$ cat src/rtl/tfhe_pu_status_ctrl_if.sv
// Board status controller bus: link/activity/error inputs, LED mode control
// and status outputs. Master drives inputs, the controller is the slave.
interface tfhe_pu_status_ctrl_if #(
  parameter int unsigned NUM_LEDS = 8,
  parameter int unsigned NUM_CH   = 4
);
  logic                link_up_i;
  logic [NUM_CH-1:0]   act_i;
  logic [NUM_CH-1:0]   err_i;
  logic                err_clr_i;
  logic [1:0]          mode_i;
  logic [NUM_LEDS-1:0] sw_pattern_i;
  logic [NUM_LEDS-1:0] leds;
  logic                link_stable_o;
  logic [7:0]          link_drops_o;
  logic [NUM_CH-1:0]   err_sticky_o;

  modport master (
    output link_up_i, act_i, err_i, err_clr_i, mode_i, sw_pattern_i,
    input  leds, link_stable_o, link_drops_o, err_sticky_o
  );

  modport slave (
    input  link_up_i, act_i, err_i, err_clr_i, mode_i, sw_pattern_i,
    output leds, link_stable_o, link_drops_o, err_sticky_o
  );
endinterface

$ cat src/rtl/tfhe_pu_status_ctrl.sv
// TFHE PU board status/LED controller: debounced PCIe link with drop counter,
// stretched activity, sticky errors, heartbeat and LED mode multiplexing.
module tfhe_pu_status_ctrl #(
  parameter int unsigned NUM_LEDS = 8,
  parameter int unsigned NUM_CH   = 4,
  parameter int unsigned HB_HALF  = 50_000_000,
  parameter int unsigned STRETCH  = 10_000_000,
  parameter int unsigned DEBOUNCE = 1024
) (
  input  logic                clk,
  input  logic                rst,
  tfhe_pu_status_ctrl_if.slave bus
);

  localparam int unsigned HB_W = $clog2(HB_HALF + 1);
  localparam int unsigned ST_W = $clog2(STRETCH + 1);
  localparam int unsigned Q_W  = $clog2(DEBOUNCE + 1);
  localparam logic [HB_W-1:0] HB_LAST = HB_W'(HB_HALF - 1);
  localparam logic [ST_W-1:0] ST_LOAD = ST_W'(STRETCH);
  localparam logic [Q_W-1:0]  Q_LAST  = Q_W'(DEBOUNCE - 1);

  typedef enum logic [1:0] {
    LINK_DOWN,
    LINK_QUAL,
    LINK_UP
  } link_state_e;

  link_state_e                   state_q;
  logic [Q_W-1:0]                q_cnt_q;
  logic [7:0]                    drops_q;
  logic                          stable_q;

  logic [HB_W-1:0]               hb_cnt_q, hb_cnt_d;
  logic                          hb_q, hb_d;
  logic [NUM_CH-1:0][ST_W-1:0]   st_cnt_q, st_cnt_d;
  logic [NUM_CH-1:0]             err_q, err_d;
  logic [NUM_CH-1:0]             act_on;
  logic [NUM_LEDS-1:0]           status;
  logic [NUM_LEDS-1:0]           leds_q, leds_d;

  // Link qualification FSM; stable flag is registered alongside the state.
  always_ff @(posedge clk or posedge rst) begin
    if (rst) begin
      state_q  <= LINK_DOWN;
      q_cnt_q  <= '0;
      drops_q  <= '0;
      stable_q <= 1'b0;
    end else begin
      unique case (state_q)
        LINK_DOWN: begin
          if (bus.link_up_i) begin
            state_q <= LINK_QUAL;
            q_cnt_q <= Q_W'(1);
          end
        end
        LINK_QUAL: begin
          if (!bus.link_up_i) begin
            state_q <= LINK_DOWN;
          end else if (q_cnt_q == Q_LAST) begin
            state_q  <= LINK_UP;
            stable_q <= 1'b1;
          end else begin
            q_cnt_q <= q_cnt_q + Q_W'(1);
          end
        end
        LINK_UP: begin
          if (!bus.link_up_i) begin
            state_q  <= LINK_DOWN;
            stable_q <= 1'b0;
            if (drops_q != '1) drops_q <= drops_q + 8'd1;
          end
        end
        default: begin
          state_q  <= LINK_DOWN;
          stable_q <= 1'b0;
        end
      endcase
    end
  end

  always_comb begin
    hb_cnt_d = hb_cnt_q + HB_W'(1);
    hb_d     = hb_q;
    if (hb_cnt_q == HB_LAST) begin
      hb_cnt_d = '0;
      hb_d     = ~hb_q;
    end

    st_cnt_d = st_cnt_q;
    act_on   = '0;
    for (int unsigned c = 0; c < NUM_CH; c++) begin
      if (bus.act_i[c]) st_cnt_d[c] = ST_LOAD;
      else if (st_cnt_q[c] != '0) st_cnt_d[c] = st_cnt_q[c] - ST_W'(1);
      act_on[c] = (st_cnt_q[c] != '0);
    end

    // Clear drops the old flags but a same-cycle error still lands.
    err_d = bus.err_clr_i ? bus.err_i : (err_q | bus.err_i);

    status               = '0;
    status[0]            = hb_q;
    status[1]            = stable_q;
    status[2 +: NUM_CH]  = act_on;
    status[NUM_CH + 2]   = (|err_q) & hb_q;

    leds_d = status;
    unique case (bus.mode_i)
      2'd0:    leds_d = status;
      2'd1:    leds_d = '1;
      2'd2:    leds_d = '0;
      default: leds_d = bus.sw_pattern_i;
    endcase
  end

  always_ff @(posedge clk or posedge rst) begin
    if (rst) begin
      hb_cnt_q <= '0;
      hb_q     <= 1'b0;
      st_cnt_q <= '0;
      err_q    <= '0;
      leds_q   <= '0;
    end else begin
      hb_cnt_q <= hb_cnt_d;
      hb_q     <= hb_d;
      st_cnt_q <= st_cnt_d;
      err_q    <= err_d;
      leds_q   <= leds_d;
    end
  end

  assign bus.leds          = leds_q;
  assign bus.link_stable_o = stable_q;
  assign bus.link_drops_o  = drops_q;
  assign bus.err_sticky_o  = err_q;

endmodule

$ cat src/flat_wrapper.sv
// flat-port wrapper written by rule: the top's interface ports become plain ports
module tfhe_pu_status_ctrl_flat 
#(
  parameter int unsigned NUM_LEDS = 8,
  parameter int unsigned NUM_CH   = 4,
  parameter int unsigned HB_HALF  = 50_000_000,
  parameter int unsigned STRETCH  = 10_000_000,
  parameter int unsigned DEBOUNCE = 1024
)
  (clk, rst, bus_link_up_i, bus_act_i, bus_err_i, bus_err_clr_i, bus_mode_i, bus_sw_pattern_i, bus_leds, bus_link_stable_o, bus_link_drops_o, bus_err_sticky_o);
  tfhe_pu_status_ctrl_if #(.NUM_LEDS(NUM_LEDS), .NUM_CH(NUM_CH)) bus_i ();
  input  logic clk;
  input  logic rst;
  input wire logic [$bits(bus_i.link_up_i)-1:0] bus_link_up_i;
  input wire logic [$bits(bus_i.act_i)-1:0] bus_act_i;
  input wire logic [$bits(bus_i.err_i)-1:0] bus_err_i;
  input wire logic [$bits(bus_i.err_clr_i)-1:0] bus_err_clr_i;
  input wire logic [$bits(bus_i.mode_i)-1:0] bus_mode_i;
  input wire logic [$bits(bus_i.sw_pattern_i)-1:0] bus_sw_pattern_i;
  output wire logic [$bits(bus_i.leds)-1:0] bus_leds;
  output wire logic [$bits(bus_i.link_stable_o)-1:0] bus_link_stable_o;
  output wire logic [$bits(bus_i.link_drops_o)-1:0] bus_link_drops_o;
  output wire logic [$bits(bus_i.err_sticky_o)-1:0] bus_err_sticky_o;
  assign bus_i.link_up_i = bus_link_up_i;
  assign bus_i.act_i = bus_act_i;
  assign bus_i.err_i = bus_err_i;
  assign bus_i.err_clr_i = bus_err_clr_i;
  assign bus_i.mode_i = bus_mode_i;
  assign bus_i.sw_pattern_i = bus_sw_pattern_i;
  assign bus_leds = bus_i.leds;
  assign bus_link_stable_o = bus_i.link_stable_o;
  assign bus_link_drops_o = bus_i.link_drops_o;
  assign bus_err_sticky_o = bus_i.err_sticky_o;
  tfhe_pu_status_ctrl #(.NUM_LEDS(NUM_LEDS), .NUM_CH(NUM_CH), .HB_HALF(HB_HALF), .STRETCH(STRETCH), .DEBOUNCE(DEBOUNCE)) u_core (.clk(clk), .rst(rst), .bus(bus_i));
endmodule
$ cat config.mk
export PLATFORM = sky130hd
export DESIGN_NAME = tfhe_pu_status_ctrl_flat
export DESIGN_NICKNAME = d
export VERILOG_FILES = /design/src/rtl/tfhe_pu_status_ctrl_if.sv /design/src/rtl/tfhe_pu_status_ctrl.sv /design/src/flat_wrapper.sv
export SDC_FILE = /design/constraint.sdc
export NUM_CORES = 1
export LEC_CHECK = 0
export BUFFER_PORTS_ARGS = -buffer_cell sky130_fd_sc_hd__buf_4
export CORE_UTILIZATION = 30
export DETAILED_ROUTE_END_ITERATION = 12
export PLACE_DENSITY = 0.43
export REMOVE_ABC_BUFFERS = 1
export SKIP_CTS_REPAIR_TIMING = 1
export SKIP_LAST_GASP = 1
export SLEW_MARGIN = 20
export SYNTH_ARGS = -nofsm -noshare
export SYNTH_HDL_FRONTEND = slang
export SYNTH_SLANG_ARGS = --single-unit
$ cat constraint.sdc
create_clock -name clk -period 4.95 [get_ports clk]
set_clock_uncertainty 0.1 [all_clocks]
set_input_delay 0.495 -clock clk [delete_from_list [all_inputs] [get_ports clk]]
set_output_delay 0.495 -clock clk [all_outputs]
set_load 0.05 [all_outputs]
==> results of run 1 <==
==> worst reg2reg max path, cell delays in order (launching register included) <==
cell and delay [ns]:
dfrtp_1 0.43, inv_1 0.08, ha_1 0.29, or3b_2 0.53, o41ai_2 0.63, or2_4 0.25
nor3_1 0.04, or3b_1 0.34
==> flip-flops by register name, indices dropped and copies added (netlist names) <==
register,count
u_core.st_cnt_q,96
u_core.hb_cnt_q,26
u_core.q_cnt_q,11
u_core.bus.leds,8
u_core.bus.link_drops_o,8
u_core.bus.err_sticky_o,4
u_core.state_q,2
u_core.bus.link_stable_o,1
u_core.hb_q,1
==> cells in the mapped netlist, types with 18 or more instances <==
master    instances  area (um^2)
nand4_1          19          119
dfrtp_1         157         3930
nor3_1           34          170
inv_1            18         67.6
o21ai_0          24          120
nor2_1          102          383
or4_1            19          143
a21oi_1          36          180
xnor2_1          39          342
or3_1            25          156
nand3_1          25          125
xor2_1           47          412
nand2b_1         24          150
nand2_1          44          165
clkbuf_1         30          113
nor4_1           30          188
==> how the worst max path moves through the flow <==
stage	slack, ns	start	to	cells past startpoint
after detailed placement	2.15	u_core.st_cnt_q[24]	u_core.st_cnt_q[30]	7
after CTS	2.15	u_core.st_cnt_q[24]	u_core.st_cnt_q[30]	7
final	2.16	u_core.st_cnt_q[24]	u_core.st_cnt_q[39]	7
after global routing	1.95	u_core.st_cnt_q[56]	u_core.st_cnt_q[58]	5
after global placement	2.18	u_core.st_cnt_q[24]	u_core.st_cnt_q[30]	7
after floorplan	0.12	rst	u_core.bus.err_sticky_o[0]	1
==> per-layer routing <==
| metal | up-vias | part of all wire, % | GRT usage (%) |
|---|---|---|---|
| met4 | 0 | 0.89 | 3.63 |
| met5 | - | 0 | 0 |
| met3 | 11 | 3.4 | 3.37 |
| li1 | 2989 | - | - |
| met2 | 64 | 44 | 20.4 |
| met1 | 2850 | 52 | 18.3 |
==> cells in the final DEF, fill, tap and decap left out, types with 6 or more instances in the layout <==
cell / synthesis / layout
nand2b_1: 24 / 24
o31ai_1: 9 / 9
nor3_1: 34 / 34
a211oi_1: 6 / 6
dfrtp_1: 157 / 157
xnor2_1: 39 / 39
nor4_1: 30 / 30
nand2_1: 44 / 44
clkbuf_16: 0 / 17
and3_1: 8 / 8
ha_1: 8 / 8
nor2_1: 102 / 102
xor2_1: 47 / 47
nand3b_1: 6 / 6
or3_1: 25 / 25
nor2b_1: 13 / 13
nand3_1: 25 / 25
buf_4: 0 / 49
or4_1: 19 / 19
a21oi_1: 36 / 36
nand4_1: 19 / 19
o21ai_0: 24 / 24
nor3b_1: 6 / 6
inv_1: 18 / 17
or2_2: 6 / 6
==> cells by family (layout without fill, tap and decap cells) <==
| logic type | Yosys count | after routing | synth area share, % |
|---|---|---|---|
| compound gates | 115 | 115 | 9.54 |
| simple gates | 390 | 390 | 26.7 |
| fa+ha+maj | 8 | 8 | 1.26 |
| mux | 8 | 8 | 1.08 |
| buf+inv | 51 | 99 | 2.59 |
| xor+xnor | 86 | 86 | 9.46 |
| flops | 157 | 157 | 49.3 |
==> power breakdown <==
group	internal (mW)	switching [mW]
clock network	0.715	0.571
registers	1.35	0.0757
logic	0.136	0.207
total	2.20	0.853
==> area by class of cell <==
type                       instances  area (um^2)
clock buffer                      18          439
clock inverter                    14          134
fill                            2665        16900
inverter                          18         72.6
multi-input combinational        607         3830
sequential                       157         3930
tap                              335          419
timing repair buffer              49          368
==> impl_results.md, run 1 <==
- Arrival time worst endpoint: 2.99 ns
- IO Pins: between 40 and 50
- Max_cap viols: 0
- Min cycle time layout: 2.79 ns
- Layout Cells excl Fill: 1198
- Post-route setup slack: 2.16 ns
- Worst hold path class: in -> reg
- Worst-path cell chain: inv_1 -> ha_1 -> or3b_2 -> o41ai_2 -> or2_4 -> nor3_1 -> or3b_1
- CTS tree: yes
- Root Buffer: clkbuf_16
- Area growth, synth to finish: 15.4%
- Die area: 27200 um^2
- Vias: 5914
- Clock Path Buffers: 2
- Top_reg_cell synth: dfrtp_1
- FF-to-FF Start: u_core.st_cnt_q[24]
- Critical Path RT: slightly above 5 ns
- Mean Syn Cell Area: 9.77 um^2
- Clock slew at reported path FFs: 0.07 ns
- Rows: slightly below 60
- Final TNS setup: 0 ns
- Nets: 880
- Post-route core utilization: 35.3%
- Initial antenna violation count: 0
- Reg2reg path depth: 7
- Post-Syn Area: 7960 um^2
- Hold Fails Final Rpt: 0
- Worst setup path class: reg -> reg
- Post-synth EDFFs: 0
- I/O Buffers: 42
- Fmax: 358 MHz
- H-tree levels: 4
- Die Height: 165 um
- Critical path fanouts, max: 7
- Pin count of the biggest net entering global routing: 95
- Slew headroom: 31.2%
- Worst Hold Endpoint: u_core.bus.err_sticky_o[0]
- Wire length of the first global-routing pass: 28900 um
- Delay-heaviest family, CP: simple AND/OR/NAND/NOR gates
- Leak pwr: 3.60 nW
- Wire per inst: 13.9 um
- Die width: between 150 and 200 um
- Yosys reg bits: 157
- Iter 0 DRT Violations: 251
- Tcrit/Tclk final: 56.4%
- Pwr Total: just over 3 mW
- HPWL after DPL: ~11000 um
- Yosys warns: 0
- Skew-Pair Late Insertion Delay: 0.42 ns
- ANT nets after route: 0
- DRT Wirelength: 16700 um
- Total grt overflow: 0
- Status: complete, no violations
- Vias in the first global route: 5897
- Register-to-register setup slack: 2.16 ns
- Final setup viols: 0
- Number of buffers created by CTS: 17
- Critical path launch point type: flop
- Cells after Synth: 815
- Asr flop ratio synth: 100%
- Via density: 4.94
- Fin area: 9190 um^2
- Core Area: 26100 um^2
- Placed inst area: 8620 um^2
- Placed Cells: between 1000 and 1500
- Place WS: 2.15 ns
- Clock sink count: 157
- All-Layer GR Usage: 13.2%
- Worst ir drop on vdd: 0.000220 V
- N_diodes: 0
- Gp weighted congestion: between 0.7 and 0.8
- Crit. End Element: flop
- Fin. max-slew vios: 0
- Worst Hold Depth: 2
- Crit Reg-Reg Endpoint: u_core.st_cnt_q[39]
- Drt drc: 0
- Initial core utilization: 30.6%
- WHS: ~0.15 ns
- RSZ-0062 raised after global routing: no
- First-pass iteration count of the detailed router: 4
- Cell variety after synth: 59
- Cell area power density: around 330 nW/um^2
- Crit path largest cell delay: 0.63 ns
- Register area share after synthesis: 49.3%
- Layout cell share with drive strength beyond 1: 12.7%
- HP Start: bus_err_i[0]
- Worst-margin pin slew: 1.02 ns
- Worst Path Buf+Inv: 1
- Crit path max-delay cell type: o41ai_2
Note: power is estimated with default switching activity, not from simulation.
==> run 2, diff against run 1 <==
--- a/config.mk
+++ b/config.mk
@@ -8,7 +8,7 @@
 export BUFFER_PORTS_ARGS = -buffer_cell sky130_fd_sc_hd__buf_4
 export CORE_UTILIZATION = 30
 export DETAILED_ROUTE_END_ITERATION = 12
-export PLACE_DENSITY = 0.43
+export PLACE_DENSITY = 0.41
 export REMOVE_ABC_BUFFERS = 1
 export SKIP_CTS_REPAIR_TIMING = 1
 export SKIP_LAST_GASP = 1
==> constraint.sdc (replaced) <==
create_clock -name clk -period 2.65 [get_ports clk]
set_clock_uncertainty 0.1 [all_clocks]
set_input_delay 0.265 -clock clk [delete_from_list [all_inputs] [get_ports clk]]
set_output_delay 0.265 -clock clk [all_outputs]
set_load 0.05 [all_outputs]
==> impl_results.md, run 2 (synthesis results as in run 1) <==
- ANT nets after route: 0 (unchanged)
- Clock power frac: 43.9% (was 42.1%)
- FF-to-FF Start: u_core.st_cnt_q[27] (was u_core.st_cnt_q[24])
- Initial antenna violation count: 0 (unchanged)
- Worst hold path class: in -> reg (unchanged)
- HPWL after DPL: 12300 um (was 11100 um)
- Area growth, synth to finish: 19.8% (was 15.4%)
- Min cycle time layout: 2.54 ns (was 2.79 ns)
- I/O Buffers: 42 (unchanged)
- Sw Ratio: 26.5% (was 27.9%)
- Vias in the first global route: 6225 (was 5897)
- Wire per inst: 14.5 um (was 13.9 um)
- Post-route core utilization: 36.6% (was 35.3%)
- Total grt overflow: 0 (unchanged)
- Fin area: 9540 um^2 (was 9190 um^2)
- Hold Fails Final Rpt: 1 (was 0)
- Leak pwr: 3.79 nW (was 3.60 nW)
- Pin count of the biggest net entering global routing: 61 (was 95)
- Fin. max-slew vios: 0 (unchanged)
- Die Height: 165 um (unchanged)
- Critical path startpoint: u_core.st_cnt_q[27] (was u_core.st_cnt_q[24])
- Critical Path RT: 2.85 ns (was 5.15 ns)
- Post-route setup slack: 0.112 ns (was 2.16 ns)
- Clock Path Buffers: 2 (unchanged)
- All-Layer GR Usage: 14.2% (was 13.2%)
- Biggest regs: u_core.st_cnt_q: 96 flops, u_core.hb_cnt_q: 26 flops, u_core.q_cnt_q: 11 flops (unchanged)
- Layout Cells excl Fill: 1230 (was 1198)
- Placed Cells: 1191 (was 1166)
- Slew headroom: 57.0% (was 31.2%)
- Critical path launch point type: flop (unchanged)
- Status: complete, but fails checks (was complete, no violations)
- Drt drc: 0 (unchanged)
- Vias: 6130 (was 5914)
- FILL cells: 2612 (was 2665)
- Rows: 59 (unchanged)
- Worst setup endpoint: u_core.st_cnt_q[30] (was u_core.st_cnt_q[39])
- Clock sink count: 157 (unchanged)
- Reg2reg path depth: 6 (was 7)
- Pint: 4.43 mW (was 2.20 mW)
- Cell area power density: 631 nW/um^2 (was 332 nW/um^2)
- Root Buffer: clkbuf_16 (unchanged)
- Iter 0 DRT Violations: 326 (was 251)
- Clock slew at reported path FFs: 0.06 ns (was 0.07 ns)
- DRT Wirelength: 17900 um (was 16700 um)
- Skew-Pair Late Insertion Delay: 0.43 ns (was 0.42 ns)
- RSZ-0062 raised after global routing: yes (was no)
- Worst setup path class: reg -> reg (unchanged)
- Final setup viols: 0 (unchanged)
- Wire length of the first global-routing pass: 30500 um (was 28900 um)
- CTS tree: yes (unchanged)
- Critical path fanouts, max: 8 (was 7)
- Fmax: 394 MHz (was 358 MHz)
- Place WS: 0.108 ns (was 2.15 ns)
- Crit Reg-Reg Endpoint: u_core.st_cnt_q[30] (was u_core.st_cnt_q[39])
- Most common cell after layout, fill and taps aside: dfrtp_1 (unchanged)
- Gp weighted congestion: 0.818 (was 0.712)
- Final TNS setup: 0 ns (unchanged)
- Most frequent cells in the layout: dfrtp_1 (157), nor2_1 (102), buf_4 (73), xor2_1 (47), nand2_1 (44) (was dfrtp_1 (157), nor2_1 (102), buf_4 (49), xor2_1 (47), nand2_1 (44))
- Crit. End Element: flop (unchanged)
- N_diodes: 0 (unchanged)
- Placed inst area: 8820 um^2 (was 8620 um^2)
- First-pass iteration count of the detailed router: 4 (unchanged)
- Register-to-register setup slack: 0.11 ns (was 2.16 ns)
- Seq pwr share: 44.2% (was 46.7%)
- Worst ir drop on vdd: 0.000368 V (was 0.000220 V)
- Die area: 27200 um^2 (unchanged)
- Core Area: 26100 um^2 (unchanged)
- Via density: 4.98 (was 4.94)
- Arrival time worst endpoint: 2.74 ns (was 2.99 ns)
- Number of buffers created by CTS: 17 (unchanged)
- Max_cap viols: 0 (unchanged)
- IO Pins: 43 (unchanged)
- H-tree levels: 4 (unchanged)
- Max reg flops: 96 (unchanged)
- Sw power: 1.60 mW (was 0.853 mW)
- Initial core utilization: 30.6% (unchanged)
- Combinational cell fraction of total power: 11.9% (was 11.2%)
- Nets: 913 (was 880)
- Largest register by flop count: u_core.st_cnt_q (unchanged)
- WHS: -0.00280 ns (was 0.151 ns)
- Layout cell share with drive strength beyond 1: 15.2% (was 12.7%)
- Worst-margin pin slew: 0.636 ns (was 1.02 ns)
- Pwr Total: 6.02 mW (was 3.05 mW)
- Failing checks: negative hold slack
- Die width: 165 um (unchanged)
- Tcrit/Tclk final: 95.8% (was 56.4%)
==> run 2: cell count changes in the layout (fill, tap and decap cells not counted), sizes merged <==
cell         before  now
buf              49   74
bufinv            1    4
inv              23   21
clkinv            4    3
dlygate4sd3       0    8
clkinvlp          4    3
==> run 2: final cells by class <==
cell class	instances	area [um^2]	share of cell area [%]
sequential	157	3930	41.2
inverter	18	72.6	0.761
clock inverter	13	188	1.97
tap	335	419	4.39
timing repair buffer	82	648	6.80
clock buffer	18	439	4.60
multi-input combinational	607	3840	40.3
==> run 2: worst max-delay path, cell delays in order, from the launching register on <==
cell,delay (ns)
dfrtp_1,0.41
or4_4,0.53
or4b_4,0.58
buf_4,0.19
or2_0,0.32
or3b_2,0.24
a21oi_1,0.05
==> run 2: worst min-delay path by stage <==
stage,to,depth (start not counted),slack [ns],startpoint
after global routing,u_core.state_q[1],2,0.003,bus_link_up_i
final,u_core.bus.leds[2],3,-0.003,bus_sw_pattern_i[2]
after floorplan,u_core.st_cnt_q[14],1,0.23,bus_act_i[0]
after global placement,u_core.bus.leds[2],2,0.23,rst
after CTS,u_core.st_cnt_q[7],2,-0.23,rst
after detailed placement,u_core.bus.leds[2],2,0.23,rst
==> run 2: power by group through the flow <==
stage | registers, mW | clock network, mW | logic, mW
after floorplan | 2.72 | 0 | 0.423
after global placement | 2.69 | 0 | 0.697
after detailed placement | 2.70 | 0 | 0.712
after CTS | 2.66 | 2.73 | 0.717
after global routing | 2.68 | 2.82 | 0.813
final | 2.66 | 2.64 | 0.718
==> run 2: routing by layer <==
layer  up-vias  GRT usage [%]  share of wire (%)
met5         -              0                  0
li1       3036              -                  -
met3        14           2.89                2.9
met4         0           4.59                1.1
met1      2994           18.7                 49
met2        86           23.2                 47
==> run 3, diff against run 2 <==
--- a/config.mk
+++ b/config.mk
@@ -6,6 +6,7 @@
 export NUM_CORES = 1
 export LEC_CHECK = 0
 export BUFFER_PORTS_ARGS = -buffer_cell sky130_fd_sc_hd__buf_4
+export CORE_ASPECT_RATIO = 0.9
 export CORE_UTILIZATION = 30
 export DETAILED_ROUTE_END_ITERATION = 12
 export PLACE_DENSITY = 0.41
==> impl_results.md, run 3 (synthesis results as in run 1) <==
- Hold Fails Final Rpt: 0 (was 1)
- Sw power: 1.62 mW (was 1.60 mW)
- Nets: 915 (was 913)
- FILL cells: 2636 (was 2612)
- Critical Path RT: 2.86 ns (was 2.85 ns)
- Final setup viols: 0 (unchanged)
- HPWL after DPL: 12200 um (was 12300 um)
- Crit path depth: 5 (was 6)
- Via density: 4.99 (was 4.98)
- IO Pins: 43 (unchanged)
- Worst Path Buf+Inv: 0 (was 1)
- Max reg flops: 96 (unchanged)
- All-Layer GR Usage: 13.9% (was 14.2%)
- Wire per inst: 14.3 um (was 14.5 um)
- FF-to-FF Start: u_core.st_cnt_q[26] (was u_core.st_cnt_q[27])
- Iter 0 DRT Violations: 311 (was 326)
- Placed inst area: 8840 um^2 (was 8820 um^2)
- Drt drc: 0 (unchanged)
- Clock slew at reported path FFs: 0.06 ns (about the same)
- Worst hold path class: in -> reg (unchanged)
- Wire length of the first global-routing pass: 30200 um (was 30500 um)
- Die width: 174 um (was 165 um)
- Fin area: 9590 um^2 (was 9540 um^2)
- Fmax: 388 MHz (was 394 MHz)
- Clock sink count: 157 (unchanged)
- Area growth, synth to finish: 20.4% (was 19.8%)
- Root Buffer: clkbuf_16 (unchanged)
- Initial antenna violation count: 0 (unchanged)
- Arrival time worst endpoint: 2.78 ns (was 2.74 ns)
- Clock Path Buffers: 2 (unchanged)
- DRT Wirelength: 17800 um (was 17900 um)
- Biggest regs: u_core.st_cnt_q: 96 flops, u_core.hb_cnt_q: 26 flops, u_core.q_cnt_q: 11 flops (unchanged)
- Pin count of the biggest net entering global routing: 60 (was 61)
- Status: complete, no violations (was complete, but fails checks)
- Die area: 27200 um^2 (about the same)
- N_diodes: 0 (unchanged)
- Critical path launch point type: flop (unchanged)
- First-pass iteration count of the detailed router: 4 (unchanged)
- Critical path fanouts, max: 19 (was 8)
- Clock power frac: 43.9% (about the same)
- Seq pwr share: 43.9% (was 44.2%)
- Layout cell share with drive strength beyond 1: 14.9% (was 15.2%)
- Most frequent cells in the layout: dfrtp_1 (157), nor2_1 (102), buf_4 (71), xor2_1 (47), nand2_1 (44) (was dfrtp_1 (157), nor2_1 (102), buf_4 (73), xor2_1 (47), nand2_1 (44))
- Die Height: 157 um (was 165 um)
- RSZ-0062 raised after global routing: no (was yes)
- Register-to-register setup slack: 0.07 ns (was 0.11 ns)
- Delay-heaviest family, CP: simple AND/OR/NAND/NOR gates (unchanged)
- Worst setup path class: reg -> reg (unchanged)
- Number of buffers created by CTS: 17 (unchanged)
- Combinational cell fraction of total power: 12.2% (was 11.9%)
- Skew-Pair Late Insertion Delay: 0.43 ns (about the same)
- Reg2reg path depth: 5 (was 6)
- Crit Reg-Reg Endpoint: u_core.st_cnt_q[39] (was u_core.st_cnt_q[30])
- Vias in the first global route: 6055 (was 6225)
- Total grt overflow: 0 (unchanged)
- Gp weighted congestion: 0.795 (was 0.818)
- Critical path startpoint: u_core.st_cnt_q[26] (was u_core.st_cnt_q[27])
- Worst ir drop on vdd: 0.000524 V (was 0.000368 V)
- I/O Buffers: 42 (unchanged)
- Vias: 6223 (was 6130)
- Rows: 56 (was 59)
- Worst-path cell chain: or4_4 -> or4b_4 -> or2_4 -> o21ai_2 -> or3b_1 (was or4_4 -> or4b_4 -> buf_4 -> or2_0 -> or3b_2 -> a21oi_1)
- CTS tree: yes (unchanged)
- H-tree levels: 4 (unchanged)
- Initial core utilization: 30.6% (about the same)
- WHS: 0.0183 ns (was -0.00280 ns)
- Core Area: 26100 um^2 (about the same)
- Fin. max-slew vios: 0 (unchanged)
- Most common cell after layout, fill and taps aside: dfrtp_1 (unchanged)
- Sw Ratio: 26.7% (was 26.5%)
- Largest register by flop count: u_core.st_cnt_q (unchanged)
- Tcrit/Tclk final: 97.2% (was 95.8%)
- Cell area power density: 631 nW/um^2 (about the same)
- Final TNS setup: 0 ns (unchanged)
- Slew headroom: 58.0% (was 57.0%)
- ANT nets after route: 0 (unchanged)
- Crit. End Element: flop (unchanged)
- Worst setup endpoint: u_core.st_cnt_q[39] (was u_core.st_cnt_q[30])
- Crit path largest cell delay: 0.67 ns (was 0.58 ns)
- Pint: 4.43 mW (about the same)
- Worst-margin pin slew: 0.622 ns (was 0.636 ns)
- Crit path max-delay cell type: or4b_4 (unchanged)
- Min cycle time layout: 2.58 ns (was 2.54 ns)
- Max_cap viols: 0 (unchanged)
- Leak pwr: 3.81 nW (was 3.79 nW)
[run 3: per-stage QoR]
step	util [%]	setup WS, ns	std cells	power (mW)
finish	36.8	0.0749	1246	6.05
global route	36.8	0.0109	1246	6.36
CTS	36.3	0.0756	1235	6.15
detailed placement	33.9	0.0739	1203	3.43
global placement	33.9	0.106	1203	3.41
floorplan	-	-1.95	782	3.15
[run 3: tightest hold or removal path: cells and delay by family]
| kind | cells | cell delay [ns] |
|---|---|---|
| AND/OR/NAND/NOR | 1 | 0.06 |
| AO/OA/AOI/OAI | 1 | 0.06 |
| buffers and inverters | 1 | 0.12 |
[run 3: per-layer routing]
layer | global-route usage, % | share of wire, % | vias up
met5 | 0 | 0 | -
met4 | 4.72 | 1.1 | 0
met3 | 3.06 | 2.5 | 14
met2 | 22.8 | 47 | 76
met1 | 18.1 | 49 | 3079
li1 | - | - | 3054
[run 3: how the worst min path moves through the flow]
stage	start	endpoint	depth (start not counted)
CTS	rst	u_core.st_cnt_q[85]	2
global route	bus_sw_pattern_i[3]	u_core.bus.leds[3]	3
global placement	rst	u_core.st_cnt_q[85]	2
floorplan	bus_act_i[0]	u_core.st_cnt_q[14]	1
finish	bus_sw_pattern_i[3]	u_core.bus.leds[3]	3
detailed placement	rst	u_core.st_cnt_q[76]	2
[run 3: area by class of cell]
| class | instances | area, um^2 | share of cell area, % |
|---|---|---|---|
| Clock inverter | 14 | 205 | 2.14 |
| Tap cell | 348 | 435 | 4.54 |
| Clock buffer | 18 | 429 | 4.48 |
| Timing Repair Buffer | 84 | 683 | 7.12 |
| Sequential cell | 157 | 3930 | 41.0 |
| Inverter | 18 | 72.6 | 0.757 |
| Multi-Input combinational cell | 607 | 3830 | 40.0 |
[run 3: power by group through the flow]
stage | Sequential [mW] | Clock [mW] | Combinational (mW)
2_1_floorplan | 2.72 | 0 | 0.423
3_3_place_gp | 2.69 | 0 | 0.718
3_5_place_dp | 2.70 | 0 | 0.729
4_1_cts | 2.65 | 2.76 | 0.737
5_1_grt | 2.67 | 2.86 | 0.825
6_report | 2.66 | 2.65 | 0.739
